<file path="src/rtl/ram_arbiter_if.sv">
// Shared RAM port types and the ram_if bundle between the arbiter (ramctrl) and the RAM.
// The ramctrl side drives the request fields, and the RAM side drives load and state.
package ram_pkg;
   typedef logic [31:0] word_t;
   typedef enum logic [1:0] {
      RAM_FREE  = 2'd0,
      RAM_BUSY  = 2'd1,
      RAM_DONE  = 2'd2,
      RAM_ERROR = 2'd3
   } ram_state_t;
endpackage

interface ram_if;
   import ram_pkg::*;
   word_t      addr;
   logic [3:0] wen;
   logic       ren;
   word_t      store;
   word_t      load;
   ram_state_t state;

   modport ramctrl (output addr, wen, ren, store, input load, state);
   modport ram     (input addr, wen, ren, store, output load, state);
endinterface

</file>
<file path="src/rtl/ram_arbiter.sv">
// Merges instruction fetch and data access onto one RAM port with one access in flight.
// Hit arrives one cycle after the RAM reports DONE or ERROR, or after TIMEOUT cycles; requesters hold until hit.
module ram_arbiter
   import ram_pkg::*;
#(
   parameter int TIMEOUT = 256
) (
   input  logic       clk,
   input  logic       nrst,
   input  logic       iren,
   input  word_t      iaddr,
   output word_t      iload,
   output logic       ihit,
   output logic       ierr,
   input  logic       dren,
   input  logic [3:0] dwen,
   input  word_t      daddr,
   input  word_t      dstore,
   output word_t      dload,
   output logic       dhit,
   output logic       derr,
   ram_if.ramctrl     ramif
);
   localparam int CW = $clog2(TIMEOUT + 1);

   typedef enum logic [1:0] {IDLE, ACCESS, RESP} state_t;

   state_t        state;
   logic          grant_d;
   logic          last_d;
   logic [CW-1:0] cnt;

   logic d_pend;
   logic i_pend;
   logic pick_d;
   logic acc_ok;
   logic acc_end;

   assign d_pend  = dren | (dwen != 4'd0);
   assign i_pend  = iren;
   // Under contention, take the port that did not win the previous grant.
   assign pick_d  = d_pend & (~i_pend | ~last_d);
   assign acc_ok  = (ramif.state == RAM_DONE);
   assign acc_end = acc_ok | (ramif.state == RAM_ERROR) | (cnt == CW'(TIMEOUT - 1));

   always_ff @(posedge clk or negedge nrst) begin
      if (!nrst) begin
         state       <= IDLE;
         grant_d     <= 1'b0;
         last_d      <= 1'b0;
         cnt         <= '0;
         ramif.addr  <= '0;
         ramif.wen   <= 4'd0;
         ramif.ren   <= 1'b0;
         ramif.store <= '0;
         iload       <= '0;
         dload       <= '0;
         ihit        <= 1'b0;
         dhit        <= 1'b0;
         ierr        <= 1'b0;
         derr        <= 1'b0;
      end else begin
         case (state)
            IDLE: begin
               if (d_pend | i_pend) begin
                  grant_d <= pick_d;
                  last_d  <= pick_d;
                  cnt     <= '0;
                  state   <= ACCESS;
                  if (pick_d) begin
                     // A nonzero byte enable makes this a write even if dren is also set.
                     ramif.addr  <= daddr;
                     ramif.store <= dstore;
                     ramif.wen   <= dwen;
                     ramif.ren   <= (dwen == 4'd0);
                  end else begin
                     ramif.addr  <= iaddr;
                     ramif.store <= '0;
                     ramif.wen   <= 4'd0;
                     ramif.ren   <= 1'b1;
                  end
               end
            end
            ACCESS: begin
               cnt <= cnt + 1'b1;
               if (acc_end) begin
                  state       <= RESP;
                  ramif.addr  <= '0;
                  ramif.wen   <= 4'd0;
                  ramif.ren   <= 1'b0;
                  ramif.store <= '0;
                  if (grant_d) begin
                     dload <= acc_ok ? ramif.load : '0;
                     dhit  <= 1'b1;
                     derr  <= ~acc_ok;
                  end else begin
                     iload <= acc_ok ? ramif.load : '0;
                     ihit  <= 1'b1;
                     ierr  <= ~acc_ok;
                  end
               end
            end
            RESP: begin
               // Spending this cycle here keeps a request still held during the hit from re-issuing.
               ihit  <= 1'b0;
               dhit  <= 1'b0;
               ierr  <= 1'b0;
               derr  <= 1'b0;
               state <= IDLE;
            end
            default: state <= IDLE;
         endcase
      end
   end
endmodule

</file>
<file path="src/flat_wrapper.sv">
// flat-port wrapper written by rule: the top's interface ports become plain ports
module ram_arbiter_flat import ram_pkg::*;
#(
   parameter int TIMEOUT = 256
)
  (clk, nrst, iren, iaddr, iload, ihit, ierr, dren, dwen, daddr, dstore, dload, dhit, derr, ramif_addr, ramif_wen, ramif_ren, ramif_store, ramif_load, ramif_state);
  ram_if ramif_i ();
  input  logic clk;
  input  logic nrst;
  input  logic iren;
  input  word_t iaddr;
  output word_t iload;
  output logic ihit;
  output logic ierr;
  input  logic dren;
  input  logic [3:0] dwen;
  input  word_t daddr;
  input  word_t dstore;
  output word_t dload;
  output logic dhit;
  output logic derr;
  output wire logic [$bits(ramif_i.addr)-1:0] ramif_addr;
  output wire logic [$bits(ramif_i.wen)-1:0] ramif_wen;
  output wire logic [$bits(ramif_i.ren)-1:0] ramif_ren;
  output wire logic [$bits(ramif_i.store)-1:0] ramif_store;
  input wire logic [$bits(ramif_i.load)-1:0] ramif_load;
  input wire logic [$bits(ramif_i.state)-1:0] ramif_state;
  assign ramif_addr = ramif_i.addr;
  assign ramif_wen = ramif_i.wen;
  assign ramif_ren = ramif_i.ren;
  assign ramif_store = ramif_i.store;
  assign ramif_i.load = ramif_load;
  assign ramif_i.state = ramif_state;
  ram_arbiter #(.TIMEOUT(TIMEOUT)) u_core (.clk(clk), .nrst(nrst), .iren(iren), .iaddr(iaddr), .iload(iload), .ihit(ihit), .ierr(ierr), .dren(dren), .dwen(dwen), .daddr(daddr), .dstore(dstore), .dload(dload), .dhit(dhit), .derr(derr), .ramif(ramif_i));
endmodule
</file>
<file path="config.mk">
export PLATFORM = sky130hd
export DESIGN_NAME = ram_arbiter_flat
export DESIGN_NICKNAME = d
export VERILOG_FILES = /design/src/rtl/ram_arbiter_if.sv /design/src/rtl/ram_arbiter.sv /design/src/flat_wrapper.sv
export SDC_FILE = /design/constraint.sdc
export NUM_CORES = 1
export LEC_CHECK = 0
export BUFFER_PORTS_ARGS = -buffer_cell sky130_fd_sc_hd__buf_2
export CAP_MARGIN = 40
export CORE_ASPECT_RATIO = 1.1
export CORE_UTILIZATION = 51
export DETAILED_ROUTE_END_ITERATION = 8
export PLACE_DENSITY = 0.91
export SETUP_SLACK_MARGIN = 0.02
export SYNTH_ARGS = -nofsm -noshare
export SYNTH_HDL_FRONTEND = slang
export SYNTH_SLANG_ARGS = --single-unit
</file>
<file path="constraint.sdc">
create_clock -name clk -period 3.74 [get_ports clk]
set_clock_uncertainty 0.1 [all_clocks]
set_input_delay 0.935 -clock clk [delete_from_list [all_inputs] [get_ports clk]]
set_output_delay 0.935 -clock clk [all_outputs]
set_load 0.01 [all_outputs]
</file>
==> out/qor.csv <==
metric,value,unit
outcome,completed,
area_growth,33.33,%
ioPinCount,275,
num-fill-cells,837,
critPathKind,flip-flop to flip-flop,
syn_nets,656,
route.detailed.drc,0,
fmax,0.3589,GHz
tns,0,ps
synth_edf_count,0,
synth.cells.most_frequent,"dfrtp_1 (149), nand2_1 (87), mux2_2 (37)",
insertion_delay,400,ps
cp_slowest_cell,or3_2,
grt_max_degree,66,
ys_ff_latch,149,
cp-end-kind,flip-flop,
fin_crit,2786,ps
crit_family,simple AND/OR/NAND/NOR gates,
path_max_fanout,32,
post-dp-hpwl,11670,um
antenna_found_initial,0,
syn_area,0.006172,mm2
post_cts_resize_count,0,
core-area,0.01164,mm2
post-cts-setup-buffers,0,
die-area,0.01255,mm2
yosys-top-cells-area,"dfrtp_1 (60%), mux2_2 (6.8%), nand2_1 (5.3%)",
synth-compound-area-share,0.1318,
ys_seq_area_frac,0.6041,
slew_violations,0,
hold_path_class,input pin to asynchronous set/reset pin,
die_y,117.4,um
cp_num_buf_inv,1,
crit_required,3960,ps
wl,15590,um
grt_pass1_wl,25150,um
regArea,0.003729,mm2
synth_ff_type,dfrtp_1,
fin_total_pwr,5.732,mW
cts_buffers,17,
synth_top_area_cell,dfrtp_1,
synth_top_area_frac,0.6041,
post-synth-top-count-cell,dfrtp_1,
ys_types,42,
max_stage_delay,720,ps
cts.path.max_buffers,2,
port_buffers,274,
period_share,0.7449,
clk_pin_slew,60,ps
ant_nets,0,
synth_top_family_by_area,compound AO/OA/AOI/OAI gates,
first_pass_iters,5,
critPathArrivalTime,3010,ps
start_util,0.5300,
grt-ovfl-total,0,
gp_congestion,0.7787,
tightest_slew,568.3,ps
cts_tree,done,
die_w,106.9,um
multi_input_area,0.002221,mm2
slew_headroom,0.6212,
synth-simple-area-share,0.1038,
synth_fa_ha_area_frac,0.004054,
syn-instance-count,516,
post-place-ws,795.5,ps
synth_warnings,0,
pwr_density_cell,696.6,mW/mm2
whs,370.3,ps
drive_gt1_frac,0.4831,
nets,924,
vias,5014,
gr-usage-all-layers,0.2591,
cts_sinks,149,
irDropWorstVdd,0.3280,mV
power.static_leakage,4.433,nW
postCtsHoldBufs,0,
async_reset_ff_frac,1.000,
num_rows,41,
n_antenna_cell,0,
layout_setup_ws,954.0,ps
drt_iter0_markers,237,
setup_violations,0,
path_cells,ha_1 > nand4_1 > nor2_1 > ha_1 > nor2_1 > or3_2 > buf_16 > or2_2 > a21oi_1,
muxShareOfSynthArea,0.1194,
synth_xor_area_frac,0,
cp-start-kind,flip-flop,
maxCapViolCount,0,
htreeDepth,4,
avgSynthCellArea,11.96,um2
root_buffer,clkbuf_16,
vias_per_cell,5.295,
rsz0062_at_grt,false,
routedWlPerCell,16.46,um
hold_violations,0,
grt_pass1_vias,4936,
## final timing paths
kind	endpoint	startpoint	depth (start not counted)	slack, ps
worst min-delay path	u_core.dload[13]	nrst	1	370
min in group clk	u_core.ramif.ren	u_core.ramif.ren	1	370
worst min register to register	u_core.ramif.ren	u_core.ramif.ren	1	370
max in group asynchronous	u_core.iload[28]	nrst	2	2340
worst max-delay path	u_core.ierr	u_core.cnt[0]	9	950
worst max register to register	u_core.ierr	u_core.cnt[0]	9	950
## state kept, by name, indices dropped and copies added (netlist names)
register	cells
u_core.ramif.addr	32
u_core.ihit	1
u_core.dload	32
u_core.ramif.ren	1
u_core.ramif.store	32
u_core.cnt	9
u_core.ramif.wen	4
u_core.grant_d	1
u_core.state	2
u_core.iload	32
u_core.ierr	1
u_core.dhit	1
u_core.derr	1
## power breakdown
| group | switching (mW) | internal, mW |
|---|---|---|
| clock network | 0.700 | 0.868 |
| logic | 0.953 | 0.810 |
| registers | 0.291 | 2.11 |
| total | 1.94 | 3.79 |
## cells by family (layout without fill, tap and decap cells)
kind of cell / Yosys count / count (layout)
buffers and inverters: 41 / 322
AO/OA/AOI/OAI: 119 / 119
AND/OR/NAND/NOR: 136 / 136
adder cells (fa/ha/maj): 2 / 2
multiplexers: 69 / 69
flip-flops: 149 / 149
## layout by cell type, fill, tap and decap left out, drive strengths merged, types with 2 or more instances in the layout
master / Yosys / routed
or2: 2 / 2
nand2: 87 / 87
or3: 2 / 2
dfrtp: 149 / 149
o21ai: 66 / 66
nor3: 2 / 2
a21oi: 7 / 7
nor4: 2 / 2
nor2b: 2 / 2
buf: 15 / 284
nor2: 5 / 5
or3b: 2 / 2
clkbuf: 20 / 17
ha: 2 / 2
nor4b: 2 / 2
clkinv: 0 / 6
a21o: 4 / 4
clkinvlp: 0 / 2
and2: 18 / 18
inv: 6 / 13
mux2: 37 / 37
nand3: 7 / 7
a22o: 38 / 38
mux2i: 32 / 32
## metal layers
layer / share of wire / wire [um] / up-vias / GRT usage
met5: 0 / 0 / - / 0
met4: 0.024 / 367 / 0 / 0.09075
met3: 0.066 / 1030 / 22 / 0.06170
met2: 0.50 / 7754 / 233 / 0.4278
met1: 0.41 / 6433 / 2410 / 0.3326
li1: - / - / 2349 / -
## metrics by stage
step / cells / utilization / instance area [um2]
CTS: 947 / 0.7067 / 8229
detailed placement: 915 / 0.6596 / 7681
global placement: 912 / 0.6539 / 7615
global route: 947 / 0.7067 / 8229
finish: 947 / 0.7067 / 8229
floorplan: 516 / - / 6172
## final cells by class
cell class,instances,share of cell area
clock buffers,17,0.05170
clock inverters,15,0.01490
inverters,6,0.002737
multi-input cells,326,0.2699
flip-flops and latches,149,0.4531
well taps,150,0.02281
repair buffers,284,0.1849
(Power assumes the default switching activity.)
